==> config.mk <==
export PLATFORM = sky130hd
export DESIGN_NAME = wb_rr_arbiter_flat
export DESIGN_NICKNAME = d
export VERILOG_FILES = /design/src/rtl/wb_rr_arbiter_if.sv /design/src/rtl/wb_rr_arbiter.sv /design/src/flat_wrapper.sv
export SDC_FILE = /design/constraint.sdc
export NUM_CORES = 1
export LEC_CHECK = 0
export CAP_MARGIN = 10
export CORE_AREA = 2 2 147 149
export DETAILED_ROUTE_END_ITERATION = 10
export DIE_AREA = 0 0 149 151
export GPL_TIMING_DRIVEN = 0
export PLACE_DENSITY = 0.53
export SYNTH_ARGS = -nofsm -noshare
export SYNTH_HDL_FRONTEND = slang
export SYNTH_SLANG_ARGS = --single-unit
==> constraint.sdc <==
create_clock -name clk -period 4.37 [get_ports clk]
set_input_delay 1.311 -clock clk [delete_from_list [all_inputs] [get_ports clk]]
set_output_delay 1.311 -clock clk [all_outputs]
set_load 0.1 [all_outputs]
==> src/rtl/wb_rr_arbiter_if.sv <==
// Bus bundle between the arbiter, its NUM_MASTERS pipelined Wishbone masters and the shared slave.
// The slave modport is the arbiter's view; the master modport is the surrounding system's view.
interface wb_rr_arbiter_if #(
  parameter int N  = 4,
  parameter int AW = 32,
  parameter int DW = 32
);
  logic [N-1:0]        m_cyc;
  logic [N-1:0]        m_stb;
  logic [N-1:0]        m_we;
  logic [N*AW-1:0]     m_addr;
  logic [N*DW-1:0]     m_data;
  logic [N*DW/8-1:0]   m_sel;
  logic [N-1:0]        m_ack;
  logic [N-1:0]        m_stall;
  logic [N-1:0]        m_err;

  logic                s_cyc;
  logic                s_stb;
  logic                s_we;
  logic [AW-1:0]       s_addr;
  logic [DW-1:0]       s_data;
  logic [DW/8-1:0]     s_sel;
  logic                s_ack;
  logic                s_stall;
  logic                s_err;

  modport slave (
    input  m_cyc, m_stb, m_we, m_addr, m_data, m_sel,
    output m_ack, m_stall, m_err,
    output s_cyc, s_stb, s_we, s_addr, s_data, s_sel,
    input  s_ack, s_stall, s_err
  );

  modport master (
    output m_cyc, m_stb, m_we, m_addr, m_data, m_sel,
    input  m_ack, m_stall, m_err,
    input  s_cyc, s_stb, s_we, s_addr, s_data, s_sel,
    output s_ack, s_stall, s_err
  );
endinterface

==> src/rtl/wb_rr_arbiter.sv <==
// Round-robin pipelined Wishbone arbiter: one owner per cyc window, outstanding-request tracking,
// responses steered only to the owner.
//  state | meaning
//  IDLE  | no owner, slave cyc low, arbitrating among m_cyc requests
//  OWNED | owner_q routed to the slave until it drops m_cyc
module wb_rr_arbiter #(
  parameter int NUM_MASTERS      = 4,
  parameter int AW               = 32,
  parameter int DW               = 32,
  parameter int MAX_OUTSTANDING  = 8,
  parameter bit OPT_ZERO_ON_IDLE = 1'b0
) (
  input  logic                   clk,
  input  logic                   rst_n,
  wb_rr_arbiter_if.slave         bus,
  output logic [NUM_MASTERS-1:0] grant,
  output logic                   proto_err
);
  localparam int N  = NUM_MASTERS;
  localparam int SW = DW / 8;
  localparam int IW = $clog2(N);
  localparam int CW = $clog2(MAX_OUTSTANDING + 1);

  typedef enum logic {IDLE, OWNED} state_t;

  state_t         state_q, state_d;
  logic [N-1:0]   grant_d;
  logic [IW-1:0]  owner_q, owner_d;
  logic [CW-1:0]  outst_q, outst_d;
  logic           stale_q, stale_d;
  logic           proto_d;

  logic [IW-1:0]  pick;
  logic           pick_vld;
  logic [IW-1:0]  idx;

  logic           stb;
  logic           resp;
  logic           busy;
  logic           sat;
  logic           acc;
  logic           dec;

  logic           pay_we;
  logic [AW-1:0]  pay_addr;
  logic [DW-1:0]  pay_data;
  logic [SW-1:0]  pay_sel;

  // Descending scan so the nearest requester after the last owner is the one that sticks.
  always_comb begin
    pick     = '0;
    pick_vld = 1'b0;
    idx      = '0;
    for (int i = N; i >= 1; i--) begin
      idx = IW'((int'(owner_q) + i) % N);
      if (bus.m_cyc[idx]) begin
        pick     = idx;
        pick_vld = 1'b1;
      end
    end
  end

  always_comb begin
    state_d     = state_q;
    grant_d     = grant;
    owner_d     = owner_q;
    outst_d     = outst_q;
    stale_d     = stale_q;
    proto_d     = proto_err;
    stb         = 1'b0;
    acc         = 1'b0;
    dec         = 1'b0;
    bus.s_cyc   = 1'b0;
    bus.m_stall = '1;
    bus.m_ack   = '0;
    bus.m_err   = '0;
    resp        = bus.s_ack | bus.s_err;
    busy        = (outst_q != '0);
    sat         = (outst_q == CW'(MAX_OUTSTANDING));

    case (state_q)
      IDLE: begin
        // Responses after a release that left requests in flight are expected stragglers.
        if (resp && !stale_q)
          proto_d = 1'b1;
        if (pick_vld) begin
          state_d = OWNED;
          grant_d = N'(1) << pick;
          owner_d = pick;
          stale_d = 1'b0;
        end
      end
      OWNED: begin
        if (bus.m_cyc[owner_q]) begin
          bus.s_cyc             = 1'b1;
          stb                   = bus.m_stb[owner_q] & ~sat;
          bus.m_stall[owner_q]  = bus.s_stall | sat;
          bus.m_ack[owner_q]    = bus.s_ack & busy;
          bus.m_err[owner_q]    = bus.s_err & busy;
          if (resp && !busy)
            proto_d = 1'b1;
          acc = stb & ~bus.s_stall;
          dec = resp & busy;
          if (acc && !dec)
            outst_d = outst_q + CW'(1);
          else if (dec && !acc)
            outst_d = outst_q - CW'(1);
        end else begin
          if (resp && !busy)
            proto_d = 1'b1;
          state_d = IDLE;
          grant_d = '0;
          outst_d = '0;
          stale_d = busy;
        end
      end
      default: state_d = IDLE;
    endcase
  end

  always_comb begin
    pay_we   = 1'b0;
    pay_addr = '0;
    pay_data = '0;
    pay_sel  = '0;
    for (int i = 0; i < N; i++) begin
      if (owner_q == IW'(i)) begin
        pay_we   = bus.m_we[i];
        pay_addr = bus.m_addr[i*AW +: AW];
        pay_data = bus.m_data[i*DW +: DW];
        pay_sel  = bus.m_sel[i*SW +: SW];
      end
    end
    if (OPT_ZERO_ON_IDLE && !stb) begin
      pay_we   = 1'b0;
      pay_addr = '0;
      pay_data = '0;
      pay_sel  = '0;
    end
  end

  assign bus.s_stb  = stb;
  assign bus.s_we   = pay_we;
  assign bus.s_addr = pay_addr;
  assign bus.s_data = pay_data;
  assign bus.s_sel  = pay_sel;

  always_ff @(posedge clk or negedge rst_n) begin
    if (!rst_n) begin
      state_q   <= IDLE;
      grant     <= '0;
      owner_q   <= IW'(N - 1);
      outst_q   <= '0;
      stale_q   <= 1'b0;
      proto_err <= 1'b0;
    end else begin
      state_q   <= state_d;
      grant     <= grant_d;
      owner_q   <= owner_d;
      outst_q   <= outst_d;
      stale_q   <= stale_d;
      proto_err <= proto_d;
    end
  end
endmodule

==> src/flat_wrapper.sv <==
// flat-port wrapper written by rule: the top's interface ports become plain ports
module wb_rr_arbiter_flat 
#(
  parameter int NUM_MASTERS      = 4,
  parameter int AW               = 32,
  parameter int DW               = 32,
  parameter int MAX_OUTSTANDING  = 8,
  parameter bit OPT_ZERO_ON_IDLE = 1'b0
)
  (clk, rst_n, grant, proto_err, bus_m_cyc, bus_m_stb, bus_m_we, bus_m_addr, bus_m_data, bus_m_sel, bus_m_ack, bus_m_stall, bus_m_err, bus_s_cyc, bus_s_stb, bus_s_we, bus_s_addr, bus_s_data, bus_s_sel, bus_s_ack, bus_s_stall, bus_s_err);
  wb_rr_arbiter_if #(.N((4)), .AW(AW), .DW(DW)) bus_i ();
  input  logic clk;
  input  logic rst_n;
  output logic [NUM_MASTERS-1:0] grant;
  output logic proto_err;
  input wire logic [$bits(bus_i.m_cyc)-1:0] bus_m_cyc;
  input wire logic [$bits(bus_i.m_stb)-1:0] bus_m_stb;
  input wire logic [$bits(bus_i.m_we)-1:0] bus_m_we;
  input wire logic [$bits(bus_i.m_addr)-1:0] bus_m_addr;
  input wire logic [$bits(bus_i.m_data)-1:0] bus_m_data;
  input wire logic [$bits(bus_i.m_sel)-1:0] bus_m_sel;
  output wire logic [$bits(bus_i.m_ack)-1:0] bus_m_ack;
  output wire logic [$bits(bus_i.m_stall)-1:0] bus_m_stall;
  output wire logic [$bits(bus_i.m_err)-1:0] bus_m_err;
  output wire logic [$bits(bus_i.s_cyc)-1:0] bus_s_cyc;
  output wire logic [$bits(bus_i.s_stb)-1:0] bus_s_stb;
  output wire logic [$bits(bus_i.s_we)-1:0] bus_s_we;
  output wire logic [$bits(bus_i.s_addr)-1:0] bus_s_addr;
  output wire logic [$bits(bus_i.s_data)-1:0] bus_s_data;
  output wire logic [$bits(bus_i.s_sel)-1:0] bus_s_sel;
  input wire logic [$bits(bus_i.s_ack)-1:0] bus_s_ack;
  input wire logic [$bits(bus_i.s_stall)-1:0] bus_s_stall;
  input wire logic [$bits(bus_i.s_err)-1:0] bus_s_err;
  assign bus_i.m_cyc = bus_m_cyc;
  assign bus_i.m_stb = bus_m_stb;
  assign bus_i.m_we = bus_m_we;
  assign bus_i.m_addr = bus_m_addr;
  assign bus_i.m_data = bus_m_data;
  assign bus_i.m_sel = bus_m_sel;
  assign bus_m_ack = bus_i.m_ack;
  assign bus_m_stall = bus_i.m_stall;
  assign bus_m_err = bus_i.m_err;
  assign bus_s_cyc = bus_i.s_cyc;
  assign bus_s_stb = bus_i.s_stb;
  assign bus_s_we = bus_i.s_we;
  assign bus_s_addr = bus_i.s_addr;
  assign bus_s_data = bus_i.s_data;
  assign bus_s_sel = bus_i.s_sel;
  assign bus_i.s_ack = bus_s_ack;
  assign bus_i.s_stall = bus_s_stall;
  assign bus_i.s_err = bus_s_err;
  wb_rr_arbiter #(.NUM_MASTERS(NUM_MASTERS), .AW(AW), .DW(DW), .MAX_OUTSTANDING(MAX_OUTSTANDING), .OPT_ZERO_ON_IDLE(OPT_ZERO_ON_IDLE)) u_core (.clk(clk), .rst_n(rst_n), .bus(bus_i), .grant(grant), .proto_err(proto_err));
endmodule
==> results.txt, run 1 <==
Worst Max-Slew Pin Slew - 993 ps
critical path capture point type - output port
TNS Setup - 0 ps
RSZ-0062 raised after global routing - false
Reg clk slew, reported paths - 40 ps
Final Instance Count excl. Fillers - 1235
critical path type - in -> out
CTS root buf - clkbuf_16
Netlist cell types - 39
Die Footprint - 22500 µm²
final hold violations - 0
Fill cells - 2292
Final Critical Period - 4240 ps
Rows - 53
syn_nets - 876
Die Wd - 149 µm
initial core utilization - 16.0%
Clock Tree Buf Depth - 2
die height - 151 µm
pre-CTS WS - -1010 ps
synthesized flop and latch total - 13
Nets - 1258
vias in the first global route - 5428
worst min-delay path class - reg -> reg
post-DR wirelength/cell - 18.2 µm
Worst EP arrival - 2930 ps
Core Area - 20800 µm²
DP Wirelength - 18700 µm
crit-path max FO - 7
GR Overflow Total - 0
CP required - 3060 ps
fin crit share - 97.1%
port bufs - 376
dpl cells - 1230
first-pass GRT wire length - 31600 µm
sequential area share after synthesis - 9.86%
ANT cells - 0
cells along the critical path - dlygate4sd2_1 > mux4_2 > nand2_2 > inv_2 > and3_1 > and2_1 > buf_4
DRC violations left - 0
startpoint types - input port
slowest CP cell - mux4_2
initial antenna violation count - 0
fraction of layout cells with a size suffix above 1 - 12.7%
worst setup slack after layout - 129 ps
synthesized area per cell - 5.74 µm²
Layout Area Growth over Synthesis - 120%
maximum clock rate - 0.236 GHz
GRT Overall Usage - 18.3%
Max Cap Viol - 0
via/cell ratio - 4.51
status - finished clean
1st-iter DRT viols - 203
Synth warnings - 0
Vias - 5574
Sinks on Clock Net - 13
max incr delay on CP - 530 ps
area of the mapped netlist - 3320 µm²
DRT antenna net count - 0
Num CTS Buffers - 3
CTS HTree Levels - 1
Slew Limit Fails - 0
num ports - 377
Routability Congestion - 0.824
largest net degree at the start of global routing - 14
clk_skew - 1.81 ps
WL final - 22500 µm
CTS tree - yes
drt pass-1 iters - 4
clk_lat worst skew - 240 ps
# setup viols final - 0
relative slew slack - 33.6%
Syn Inst Count - 579
[logic make-up (layout without fill, tap and decap cells)]
| group | count (synthesis) | count (layout) | share of synthesized area, % |
|---|---|---|---|
| simple gates | 256 | 256 | 38.3 |
| mux | 9 | 9 | 4.78 |
| compound gates | 230 | 230 | 35.9 |
| fa+ha+maj | 8 | 8 | 3.24 |
| buf+inv | 61 | 442 | 7.38 |
| flops | 13 | 13 | 9.86 |
| xor+xnor | 2 | 2 | 0.527 |
[area by class of cell]
class	instances	area (µm²)	share of cell area (%)
inverter	6	22.5	0.308
timing repair buffer	377	3530	48.4
tap	275	344	4.71
buffer	55	248	3.39
multi-input combinational	505	2750	37.7
sequential	13	328	4.49
clock buffer	4	78.8	1.08
[cells in the final DEF (no fill, tap or decap), drive strengths merged, types with 2 or more instances in the layout]
master / synthesis / final
clkdlybuf4s50: 0 / 289
nand2: 153 / 153
a21oi: 138 / 138
o21ai: 81 / 81
buf: 10 / 69
nand3b: 65 / 65
clkbuf: 45 / 58
clkdlybuf4s15: 0 / 13
and2: 12 / 12
nor2: 11 / 11
dfrtp: 11 / 11
ha: 7 / 7
inv: 6 / 6
a22oi: 5 / 5
nand2b: 4 / 4
dlygate4sd2: 0 / 4
mux4: 4 / 4
and3: 3 / 3
clkdlybuf4s18: 0 / 3
mux2: 3 / 3
a21o: 2 / 2
mux2i: 2 / 2
nand3: 2 / 2
dfstp: 2 / 2
or2: 2 / 2
[metal layers]
| layer | track usage, % | up-vias | wire length [µm] | share of wire (%) |
|---|---|---|---|---|
| met2 | 35.0 | 248 | 11500 | 51 |
| met4 | 2.95 | 0 | 314 | 1.4 |
| met1 | 21.3 | 2526 | 9060 | 40 |
| li1 | - | 2784 | - | - |
| met3 | 3.73 | 16 | 1680 | 7.5 |
| met5 | 0 | - | 0 | 0 |
[Yosys cell counts (all sizes together)]
master / count / area share [%]
xnor2: 1 / 0.26
nand2: 153 / 17
a21oi: 138 / 21
ha: 7 / 2.6
nand2b: 4 / 0.75
nor2: 11 / 1.2
and2: 12 / 2.3
or4: 1 / 0.23
inv: 6 / 0.68
buf: 10 / 1.6
a31oi: 1 / 0.64
mux2i: 2 / 0.60
clkbuf: 45 / 5.1
nor2b: 1 / 0.19
o21bai: 1 / 0.23
nand3b: 65 / 15
o211ai: 1 / 0.23
mux2: 3 / 1.2
nor4: 1 / 0.19
xor2: 1 / 0.26
and3: 3 / 0.56
dfrtp: 11 / 8.3
fa: 1 / 0.60
nand3: 2 / 0.30
a21o: 2 / 0.45
o32ai: 1 / 0.26
mux4: 4 / 2.9
dfstp: 2 / 1.6
a22oi: 5 / 1.1
nor3: 1 / 0.15
o21ai: 81 / 12
or2: 2 / 0.45
[through the flow]
stage	hold WS (ps)	utilization (%)	cell area, µm²
floorplan	470	-	3320
global placement	460	35.7	7430
detailed placement	465	35.7	7430
CTS	477	35.4	7370
global route	480	35.1	7310
finish	469	35.1	7310
[what timing repair did]
| action | in CTS | in global routing |
|---|---|---|
| setup endpoints to repair | 83 | 65 |
| gates resized for setup | 399 | 47 |
| buffers inserted | 1 | 0 |
| hold buffers | 0 | 0 |
[worst paths after layout]
check | from | to | slack, ps | cells after the start
setup / recovery | bus_m_cyc[3] | bus_m_ack[3] | 130 | 7
min in group asynchronous | rst_n | u_core.grant[0]$_DFFE_PN0P_ | 1460 | 1
max in group asynchronous | rst_n | u_core.outst_q[3]$_DFFE_PN0P_ | 2520 | 1
hold reg to reg | u_core.proto_err$_DFFE_PN0P_ | u_core.proto_err$_DFFE_PN0P_ | 470 | 1
setup reg to reg | u_core.owner_q[0]$_DFFE_PN1P_ | u_core.outst_q[3]$_DFFE_PN0P_ | 1290 | 11
hold / removal | u_core.proto_err$_DFFE_PN0P_ | u_core.proto_err$_DFFE_PN0P_ | 470 | 1
[state kept, by name, indices dropped and copies added, names as in the netlist]
signal	flops
u_core.grant	4
u_core.outst_q	4
u_core.owner_q	2
u_core.proto_err	1
u_core.stale_q	1
u_core.state_q	1
[critical path, delay by kind of cell]
family                 cells  cell delay (ps)
and+or+nand+nor            3              490
muxes                      1              530
buffers and inverters      3              600
Power of run 1 is left out: the tool's default activity adds up to more than one toggle a clock period on the data nets, which glitch-free logic cannot reach.
==> inputs of run 2 (changes only) <==
Settings changed: CAP_MARGIN 10 to 20, GPL_TIMING_DRIVEN 0 to unset.
==> results.txt, run 2 (synthesis results as in run 1) <==
status - finished clean
num ports - 377
DRC violations left - 0
Regs by FF count - u_core.grant: 4 flops, u_core.outst_q: 4 flops, u_core.owner_q: 2 flops
Die Wd - 149 µm
via/cell ratio - 4.39
maximum clock rate - 0.232 GHz
clk_skew - 1.06 ps
most common cell after layout, fill and taps aside - clkdlybuf4s50_1
RSZ-0062 raised after global routing - true
# setup viols final - 0
crit-path max FO - 6
CTS root buf - clkbuf_16
critical path type - in -> out
Worst EP arrival - 3000 ps
GRT Overall Usage - 15.3%
relative slew slack - 33.9%
worst setup slack after layout - 55.4 ps
ANT cells - 0
critical path capture point type - output port
GR Overflow Total - 0
Nets - 1226
Final Critical Period - 4310 ps
CTS tree - yes
dpl cell area - 8300 µm²
pre-CTS WS - 16.6 ps
initial antenna violation count - 0
WL final - 19000 µm
worst min-delay path class - reg -> reg
vias in the first global route - 5098
Clock Tree Buf Depth - 2
1st-iter DRT viols - 126
largest net degree at the start of global routing - 74
Die Footprint - 22500 µm²
fin crit share - 98.7%
Sinks on Clock Net - 13
port bufs - 376
Routability Congestion - 0.779
Worst Max-Slew Pin Slew - 988 ps
Num CTS Buffers - 3
initial core utilization - 16.0%
Core Area - 20800 µm²
CTS HTree Levels - 1
drt pass-1 iters - 4
fraction of layout cells with a size suffix above 1 - 13.9%
DRT antenna net count - 0
CP required - 3060 ps
post-DR wirelength/cell - 15.8 µm
die height - 151 µm
most frequent cells in the layout - clkdlybuf4s50_1 (293), nand2_1 (151), a21oi_1 (138)
Vias - 5283
clk_lat worst skew - 240 ps
Max Cap Viol - 0
Reg clk slew, reported paths - 40 ps
Slew Limit Fails - 0
startpoint types - input port
final hold violations - 0
Rows - 53
Layout Area Growth over Synthesis - 153%
first-pass GRT wire length - 27500 µm
design area - 8390 µm²
DP Wirelength - 15500 µm
[run 2: cell count changes in the layout (fill, tap and decap cells not counted), sizes merged]
cell / previous run / this run
clkdlybuf4s18: 3 / 0
buf: 69 / 107
clkdlybuf4s15: 13 / 0
clkdlybuf4s50: 289 / 293
clkbuf: 58 / 4
dlygate4sd2: 4 / 0
[run 2: per-stage QoR]
stage	TNS, ps	std cells	hold WS (ps)	util (%)
after floorplan	0	579	470	-
after global placement	0	1199	463	39.8
after detailed placement	0	1199	468	39.8
after CTS	0	1203	482	40.2
after global routing	-9.91	1203	497	40.3
final	0	1203	479	40.3
[run 2: worst paths after layout]
| check | startpoint | end | slack [ps] | depth (start not counted) |
|---|---|---|---|---|
| worst max-delay path | bus_m_cyc[3] | bus_m_stall[0] | 60 | 7 |
| worst max register to register | u_core.owner_q[0]$_DFFE_PN1P_ | u_core.outst_q[3]$_DFFE_PN0P_ | 1270 | 11 |
| worst min-delay path | u_core.proto_err$_DFFE_PN0P_ | u_core.proto_err$_DFFE_PN0P_ | 480 | 1 |
| min in group asynchronous | rst_n | u_core.grant[0]$_DFFE_PN0P_ | 1440 | 1 |
| max in group asynchronous | rst_n | u_core.outst_q[2]$_DFFE_PN0P_ | 2540 | 1 |
| worst min register to register | u_core.proto_err$_DFFE_PN0P_ | u_core.proto_err$_DFFE_PN0P_ | 480 | 1 |
[run 2: area by class of cell]
type                            count  area (µm²)
Inverter                            6        22.5
Clock buffer                        4        78.8
Fill cell                        2121       12400
Tap cell                          275         344
Sequential cell                    13         328
Timing Repair Buffer              400        4810
Multi-Input combinational cell    505        2810
[run 2: metal layers]
| metal | up-vias | wire [µm] | global-route usage [%] |
|---|---|---|---|
| met5 | - | 0 | 0 |
| met1 | 2305 | 7610 | 17.8 |
| li1 | 2718 | - | - |
| met2 | 246 | 9750 | 29.6 |
| met3 | 14 | 1460 | 2.92 |
| met4 | 0 | 189 | 2.00 |
[run 2: critical path, stage by stage]
cell,delay (ps)
clkdlybuf4s50_1,430
mux4_2,520
nand2_2,110
inv_2,80
and2_2,240
nand2_1,130
buf_12,180
[run 2: timing repair]
item | in CTS | in global routing
setup buffers | 0 | 0
hold buffers | 0 | 0
setup endpoints to repair | 0 | 11
gates resized for setup | 0 | 5
Power of run 2 is left out for the same reason.
==> edit, RTL diff (config.mk and constraints of run 1) <==
`NUM_MASTERS` is set to 4 in 2 places; all go to 8.
--- a/src/rtl/wb_rr_arbiter.sv
+++ b/src/rtl/wb_rr_arbiter.sv
@@ -4,7 +4,7 @@
 //  IDLE  | no owner, slave cyc low, arbitrating among m_cyc requests
 //  OWNED | owner_q routed to the slave until it drops m_cyc
 module wb_rr_arbiter #(
-  parameter int NUM_MASTERS      = 4,
+  parameter int NUM_MASTERS      = 8,
   parameter int AW               = 32,
   parameter int DW               = 32,
   parameter int MAX_OUTSTANDING  = 8,
--- a/src/flat_wrapper.sv
+++ b/src/flat_wrapper.sv
@@ -1,7 +1,7 @@
 // flat-port wrapper written by rule: the top's interface ports become plain ports
 module wb_rr_arbiter_flat 
 #(
-  parameter int NUM_MASTERS      = 4,
+  parameter int NUM_MASTERS      = 8,
   parameter int AW               = 32,
   parameter int DW               = 32,
   parameter int MAX_OUTSTANDING  = 8,
Interface: changed (resized grant); port bits go from 377 to 381. The function was not compared with the original's and may differ.
==> edit against run 1 <==
Synthesized cell count fell by 17%; design area rose by 6.0%; global-route usage rose by 1.7 points; sequential cell count rose by 5; sequential share of layout area rose by 1.4 points; wire length rose by 8.9%; count of clock-buffer cells in the layout did not move; area after synthesis fell by 2.8%; largest cell class unchanged; worst setup slack got worse by 41 ps.
Power is not shown: default switching activity piles up to over one toggle a cycle in this logic, so the estimate is an artifact.
==> edit: results (changes against run 1) <==
* Status: completed
* Final Wtd Congestion at 0.836 (+1.4%)
* TritonCTS Buffers at 3 (unchanged)
* Met1 GRT Util at 25.5% (+4.2 points)
* Setup WS pre-CTS at -1670 ps (-654 ps)
* Met2 GRT Util at 35.4% (+0.44 points)
* Ys flop type: dfrtp_1
* Fill cells at 2224 (-3.0%)
* Synth warnings at 0 (unchanged)
* Root buf cell: clkbuf_16
* Placed wire-length estimate at 20200 um (+8.3%)
* Slowest CP cell: mux4_2
* Post-synth cell types at 36 (-7.7%)
* Worst-path clk slew at 50 ps
* Synth Net Count at 778 (-11%)
* Hold crit path type: flop to flop
* Async S/R FF share, synth at 100% (unchanged)
* Worst Setup SP: bus_m_cyc[1]
* TritonRoute pass-1 iters at 4 (unchanged)
* Final antenna-violating net count at 0 (unchanged)
* Post-CTS Setup Inserts at 0 (-1)
* Largest net degree at the start of global routing at 19 (+5)
* PortBufs at 378 (+0.53%)
* Most instantiated cells after synthesis: o21ai_0 (150), nand2_1 (85), a221o_1 (70)
* Clock Skews at 1.54 ps (-0.275 ps)
* H-tree Lvls at 1 (unchanged)
* Min-delay src: u_core.proto_err
* Register with the most flip-flops: u_core.grant
* Post-synthesis sequential area ratio at 14.1% (+4.2 points)
* Slew @ Worst Pin at 989 ps (-4.88 ps)
* Share of layout cells above drive strength 1 at 24.9% (+12 points)
* Top flop regs: u_core.grant x8, u_core.outst_q x4, u_core.owner_q x3
* Longest Clk Path Bufs at 2 (unchanged)
* Nets at 1161 (-7.7%)
* Gr usage total at 20.1% (+1.7 points)
* Met3 Use GR at 4.37% (+0.63 points)
* Number of synthesized flops with an enable pin at 0 (unchanged)
* DR vias at 5328 (-4.4%)
* Max Fanout on Critical Path at 8 (+1)
* Arrival time worst endpoint at 2970 ps (+40 ps)
* Clk Latency, worst-skew pair at 250 ps
* Worst r2r src: u_core.owner_q[1]
* Peak per-stage delay on the critical path at 510 ps (-20 ps)
* Number of global-route vias before repair at 5134 (-5.4%)
* WL/cell at 21.6 um (+18%)
* Initial DRC Count at 197 (-3.0%)
* First-pass GRT wire length at 34100 um (+8.1%)
* Largest cells by area after synthesis: o21ai_0 (23%), a221o_1 (22%), dfrtp_1 (12%)
* Antenna violations before repair at 4 (+4)
[edit: worst paths after layout]
kind / to / slack [ps] / depth (start not counted)
min in group asynchronous: u_core.grant[2] / 1540 / 1
min: u_core.proto_err / 480 / 1
max: bus_m_ack[2] / 90 / 7
max reg2reg: u_core.grant[2] / 860 / 10
min reg2reg: u_core.proto_err / 480 / 1
max in group asynchronous: u_core.grant[0] / 2330 / 1
[edit: cell type report]
class | count | area, um^2 | share of cell area [%]
timing repair buffer | 378 | 3610 | 46.6
sequential | 18 | 454 | 5.86
buffer | 53 | 254 | 3.28
antenna | 2 | 5.00 | 0.0646
clock buffer | 4 | 88.8 | 1.15
tap | 275 | 344 | 4.44
inverter | 11 | 41.3 | 0.533
multi-input combinational | 397 | 2950 | 38.1
[edit: critical path: cells and delay by family]
family,cells,cell delay [ps]
simple gates,3,420
buf+inv,3,730
mux,1,510
[edit: timing repair]
action                     4_1_cts  5_1_grt
setup endpoints to repair       83       73
gates resized for setup        496       46
pin swaps                        1        1
cloned                           0        0
[edit: per-layer routing]
layer / part of all wire (%) / routed length [um]
met5: 0.13 / 31
met4: 1.5 / 363
met3: 7.1 / 1730
met2: 50 / 12300
met1: 41 / 10100
[edit: cells by family after synthesis]
family                   after synthesis  share of synthesized area [%]
flip-flops                            18                           14.1
AO/OA/AOI/OAI                        245                           51.2
multiplexers                          14                           6.12
adder cells (fa/ha/maj)               10                           4.11
AND/OR/NAND/NOR                      125                           15.9
buffers and inverters                 64                           7.75
XOR/XNOR                               3                          0.814
[edit: per-stage QoR]
step | instance area [um^2] | instances
2_1_floorplan | 3650 | 479
3_5_place_dp | 7770 | 1132
3_3_place_gp | 7770 | 1132
5_1_grt | 7750 | 1138
4_1_cts | 7640 | 1136
6_report | 7750 | 1138
